$ cat config.mk
export PLATFORM = sky130hd
export DESIGN_NAME = imem_shift_array_flat
export DESIGN_NICKNAME = d
export VERILOG_FILES = /design/src/rtl/imem_shift_array_if.sv /design/src/rtl/imem_shift_array.sv /design/src/flat_wrapper.sv
export SDC_FILE = /design/constraint.sdc
export NUM_CORES = 2
export LEC_CHECK = 0
export CORE_AREA = 3 3 422 424
export DETAILED_ROUTE_END_ITERATION = 8
export DIE_AREA = 0 0 425 427
export HOLD_SLACK_MARGIN = 0.08
export PLACE_DENSITY = 0.59
export SLEW_MARGIN = 20
export SYNTH_ARGS = -nofsm -noshare
export SYNTH_HDL_FRONTEND = slang
export SYNTH_SLANG_ARGS = --single-unit
$ cat constraint.sdc
create_clock -name clk -period 49.1 [get_ports clk]
set_input_delay 9.82 -clock clk [delete_from_list [all_inputs] [get_ports clk]]
set_output_delay 9.82 -clock clk [all_outputs]
set_load 0.01 [all_outputs]
$ cat src/rtl/imem_shift_array_if.sv
// rtl/imem_shift_array_if.sv - insert channel (valid/ready word plus shift direction) for imem_shift_array
interface imem_shift_array_if #(
  parameter int WIDTH = 16
);
  logic             in_valid;
  logic             in_ready;
  logic [WIDTH-1:0] in_data;
  logic             dir;

  modport master (
    output in_valid,
    output in_data,
    output dir,
    input  in_ready
  );

  modport slave (
    input  in_valid,
    input  in_data,
    input  dir,
    output in_ready
  );
endinterface

$ cat src/rtl/imem_shift_array.sv
// rtl/imem_shift_array.sv - bidirectional shift-register word array with insert handshake and registered read
// Optional random write port (wr_en/wr_addr/wr_data) is built when IMEM_SHIFT_ARRAY_RAND_WR_EN is defined.
module imem_shift_array #(
  parameter  int WIDTH = 16,
  parameter  int DEPTH = 64,
  parameter  int MODE  = 0,
  localparam int AW    = $clog2(DEPTH),
  localparam int CW    = $clog2(DEPTH + 1)
) (
  input  logic                   clk,
  input  logic                   rst,
  input  logic                   clr,
  imem_shift_array_if.slave      ins,
  input  logic [AW-1:0]          rd_addr,
  output logic [WIDTH-1:0]       rd_data,
  output logic [CW-1:0]          count,
  output logic                   full,
  output logic                   empty,
  output logic [WIDTH*DEPTH-1:0] data_out
`ifdef IMEM_SHIFT_ARRAY_RAND_WR_EN
  ,
  input  logic                   wr_en,
  input  logic [AW-1:0]          wr_addr,
  input  logic [WIDTH-1:0]       wr_data
`endif
);

  logic [WIDTH-1:0] mem_q [DEPTH];
  logic [WIDTH-1:0] mem_d [DEPTH];
  logic [CW-1:0]    count_q;
  logic [CW-1:0]    count_d;
  logic [WIDTH-1:0] rd_data_q;
  logic [WIDTH-1:0] rd_data_d;
  logic             accept;

  assign full         = (count_q == CW'(DEPTH));
  assign empty        = (count_q == '0);
  assign count        = count_q;
  assign rd_data      = rd_data_q;
  // Fill-stop mode refuses inserts once saturated; free-running always accepts.
  assign ins.in_ready = !rst && ((MODE == 1) ? !full : 1'b1);
  assign accept       = ins.in_valid && ins.in_ready && !clr;

  always_comb begin
    data_out = '0;
    for (int j = 0; j < DEPTH; j++) begin
      data_out[j*WIDTH +: WIDTH] = mem_q[j];
    end
  end

  always_comb begin
    for (int i = 0; i < DEPTH; i++) begin
      mem_d[i] = mem_q[i];
    end
    count_d   = count_q;
    rd_data_d = '0;
    // Read samples the pre-edge contents, so a same-edge shift is not visible.
    if (32'(rd_addr) < DEPTH) begin
      rd_data_d = mem_q[rd_addr];
    end
    if (accept) begin
      if (!ins.dir) begin
        for (int i = DEPTH - 1; i > 0; i--) begin
          mem_d[i] = mem_q[i-1];
        end
        mem_d[0] = ins.in_data;
      end else begin
        for (int i = 0; i < DEPTH - 1; i++) begin
          mem_d[i] = mem_q[i+1];
        end
        mem_d[DEPTH-1] = ins.in_data;
      end
      if (!full) begin
        count_d = count_q + CW'(1);
      end
    end
`ifdef IMEM_SHIFT_ARRAY_RAND_WR_EN
    // Applied after the shift so the write lands at the post-shift index.
    if (wr_en && (32'(wr_addr) < DEPTH)) begin
      mem_d[wr_addr] = wr_data;
    end
`endif
    if (clr) begin
      for (int i = 0; i < DEPTH; i++) begin
        mem_d[i] = '0;
      end
      count_d = '0;
    end
  end

  always_ff @(posedge clk or posedge rst) begin
    if (rst) begin
      for (int i = 0; i < DEPTH; i++) begin
        mem_q[i] <= '0;
      end
      count_q   <= '0;
      rd_data_q <= '0;
    end else begin
      for (int i = 0; i < DEPTH; i++) begin
        mem_q[i] <= mem_d[i];
      end
      count_q   <= count_d;
      rd_data_q <= rd_data_d;
    end
  end

endmodule

$ cat src/flat_wrapper.sv
// flat-port wrapper written by rule: the top's interface ports become plain ports
module imem_shift_array_flat 
#(
  parameter  int WIDTH = 16,
  parameter  int DEPTH = 64,
  parameter  int MODE  = 0,
  localparam int AW    = $clog2(DEPTH),
  localparam int CW    = $clog2(DEPTH + 1)
)
  (clk, rst, clr, rd_addr, rd_data, count, full, empty, data_out, ins_in_valid, ins_in_data, ins_dir, ins_in_ready);
  imem_shift_array_if #(.WIDTH(WIDTH)) ins_i ();
  input  logic clk;
  input  logic rst;
  input  logic clr;
  input  logic [AW-1:0] rd_addr;
  output logic [WIDTH-1:0] rd_data;
  output logic [CW-1:0] count;
  output logic full;
  output logic empty;
  output logic [WIDTH*DEPTH-1:0] data_out;
  input wire logic [$bits(ins_i.in_valid)-1:0] ins_in_valid;
  input wire logic [$bits(ins_i.in_data)-1:0] ins_in_data;
  input wire logic [$bits(ins_i.dir)-1:0] ins_dir;
  output wire logic [$bits(ins_i.in_ready)-1:0] ins_in_ready;
  assign ins_i.in_valid = ins_in_valid;
  assign ins_i.in_data = ins_in_data;
  assign ins_i.dir = ins_dir;
  assign ins_in_ready = ins_i.in_ready;
  imem_shift_array #(.WIDTH(WIDTH), .DEPTH(DEPTH), .MODE(MODE)) u_core (.clk(clk), .rst(rst), .clr(clr), .ins(ins_i), .rd_addr(rd_addr), .rd_data(rd_data), .count(count), .full(full), .empty(empty), .data_out(data_out));
endmodule
==> metrics <==
clock buffer count from CTS 132; Worst Tran Pin Value 1.14 ns; crit path DAT 11.82 ns; Final GP Congestion 0.876; full die area 181,000 um^2; CTS root buffer clkbuf_16; post-CTS setup buffers 0; CTS tree yes; Row Count 153; depth of the CTS H-tree 4; Hold Crit Depth 2; Tmin final 21.64 ns; Die Ht 427 um; Final Util 43.0%; Post-DP HPWL 195 mm; achievable frequency 0.0462 GHz; WHS Endpoint u_core.data_out[1]$_DFFE_PP0P_; P per Cell Area 32.9 nW/um^2; Skew-Pair Late Insertion Delay 0.82 ns; max-slew headroom at the worst pin 23.9%; setup violators final 0; R2R Setup Slk 46.20 ns; first-pass GRT wire length 379 mm; DR DRC count 0; Syn Inst Count 5,301; Netlist Area Pre-Place 58,500 um^2; drt initial violations 4,909; Worst VDD drop 0.0335 mV; worst-path maximum fanout 110; max cap viols 0; routed length per instance 31.7 um; number of global-route vias before repair 47,539; Nets 6,084; IO buf count 1,076; post-synthesis register bit count 1,047; RSZ-0062 raised after global routing false; Design Area, Final 74,900 um^2; chip width 425 um; CP Launch Type primary input; r2r worst-path depth 5; status finished clean; library cells used by synthesis 40; placed instance area 70,500 um^2; synthesis-to-layout area growth 28.0%; crit share post-route 44.1%; HP Class flop to flop; CTS sink count 1,047; Final Hold Fails 0; FFs w/ async S/R, synth 100%; layout cells sized above 1 9.10%; Reg2Reg Capture Point u_core.rd_data[8]$_DFF_PP0_; register area share after synthesis 44.8%; Critical Setup Path Class primary input to output port; Post-synth EDFFs 0; Final ANT Viol Nets 0; Hold WS 0.613 ns; CP required 39.28 ns; post_cts resized 0; All-Layer GR Usage 28.7%; number of instances in the placed design 8,242; Initial Util 33.6%; Worst Setup End Kind output port; min-delay src u_core.data_out[1]$_DFFE_PP0P_; Syn. warnings 0; Slew Limit Fails 0; Total Routed Length 269 mm; Post-CTS Hold Buffers 0; largest net degree at the start of global routing 270; Via density 5.84; synthesized area per cell 11.0 um^2; routed via count 49,502; Max clock buf depth 3; I/O Pins 1,077; core region area 174,000 um^2; Post-Layout Cell Count 8,481; top_reg_cell synth dfrtp_1; Synth Net Count 5,330; final global-route overflow total 0; Leak Pwr 31.0 nW; Layout Skew 0.0524 ns; setup TNS 0 ns; CTS clk-pin slew, worst paths 0.06 ns; antenna violations before repair 12; Initial DRT Pass Iterations 8; RR Startpoint u_core.data_out[120]$_DFFE_PP0P_
==> power by group <==
group	total, mW	switching (mW)	internal [mW]	leakage (nW)
Sequential	1.01	0.0974	0.915	14.0
Clock	0.981	0.420	0.562	2.10
Combinational	0.472	0.264	0.208	14.9
Total	2.47	0.781	1.69	31.0
==> Yosys cell counts, types with 13 or more instances <==
| cell | n | area [um^2] |
|---|---|---|
| a221oi_1 | 13 | 114 |
| buf_6 | 21 | 236 |
| a21oi_1 | 19 | 95.1 |
| nor2_1 | 1045 | 3920 |
| mux2i_1 | 1110 | 11100 |
| nand3_1 | 21 | 105 |
| clkbuf_1 | 354 | 1330 |
| a22oi_1 | 36 | 270 |
| buf_1 | 46 | 173 |
| buf_2 | 115 | 576 |
| dfrtp_1 | 1047 | 26200 |
| nand2_1 | 54 | 203 |
| nor2b_1 | 27 | 169 |
| buf_4 | 13 | 97.6 |
| mux4_2 | 220 | 4950 |
| mux2_2 | 26 | 293 |
| a211oi_1 | 1033 | 7750 |
==> worst max-delay path, stage by stage <==
cell	delay [ns]
clkdlybuf4s50_1	0.57
inv_8	0.63
clkdlybuf4s50_1	0.68
==> cell usage in the layout (no fill, tap or decap), types with 5 or more instances in the layout <==
cell	n
mux2i_1	1110
clkdlybuf4s50_1	1069
dfrtp_1	1047
nor2_1	1044
a211oi_1	1033
mux4_2	220
clkbuf_16	134
buf_4	90
nand2_1	54
a22oi_1	36
clkbuf_1	31
clkbuf_8	27
mux2_2	26
nor2b_1	24
nand3_1	21
a21oi_1	19
clkinv_2	18
a221oi_1	13
a311oi_1	10
nand4_1	9
a211o_1	8
a31oi_1	8
a22o_1	8
a221o_1	8
inv_6	6
diode_2	5
and4_1	5
buf_16	5
==> metrics by stage <==
stage | setup WS, ns | power, mW
detailed placement | 27.43 | 1.50
global placement | 27.44 | 1.49
CTS | 27.43 | 2.49
finish | 27.46 | 2.47
global route | 27.31 | 2.55
floorplan | 7.96 | 1.24
==> how the worst max path moves through the flow <==
stage / start / endpoint / cells after the start
after global placement: rst / ins_in_ready / 3
after floorplan: rst / ins_in_ready / 1
final: rst / ins_in_ready / 3
after detailed placement: rst / ins_in_ready / 3
after global routing: rst / ins_in_ready / 3
after CTS: rst / ins_in_ready / 3
==> cells by family after synthesis <==
kind of cell    count (synthesis)  share of synthesized area, %
mux                          1360                          28.1
simple gates                 1171                          7.83
compound gates               1157                          14.8
flops                        1047                          44.8
buf+inv                       558                          4.32
xor+xnor                        6                        0.0898
fa+ha+maj                       2                        0.0427
==> state kept, by name, indices dropped and copies added, names as in the netlist <==
name,count
u_core.count,7
u_core.data_out,1024
u_core.rd_data,16
==> layer usage <==
| layer | vias up | part of all wire (%) | global-route usage, % |
|---|---|---|---|
| met3 | 412 | 7.0 | 7.00 |
| li1 | 21571 | - | - |
| met1 | 25608 | 40 | 35.9 |
| met5 | - | 0.015 | 0 |
| met4 | 6 | 5.5 | 14.0 |
| met2 | 1905 | 48 | 46.2 |
==> area by class of cell <==
| cell class | instances | area, um^2 |
|---|---|---|
| Fill cell | 16417 | 99300 |
| Multi-Input combinational cell | 3696 | 29800 |
| Sequential cell | 1047 | 26200 |
| Timing Repair Buffer | 1174 | 11700 |
| Clock buffer | 191 | 3830 |
| Tap cell | 2325 | 2910 |
| Clock inverter | 39 | 444 |
| Inverter | 4 | 22.5 |
| Antenna cell | 5 | 12.5 |
No activity file was read; power rests on OpenSTA's default activity.
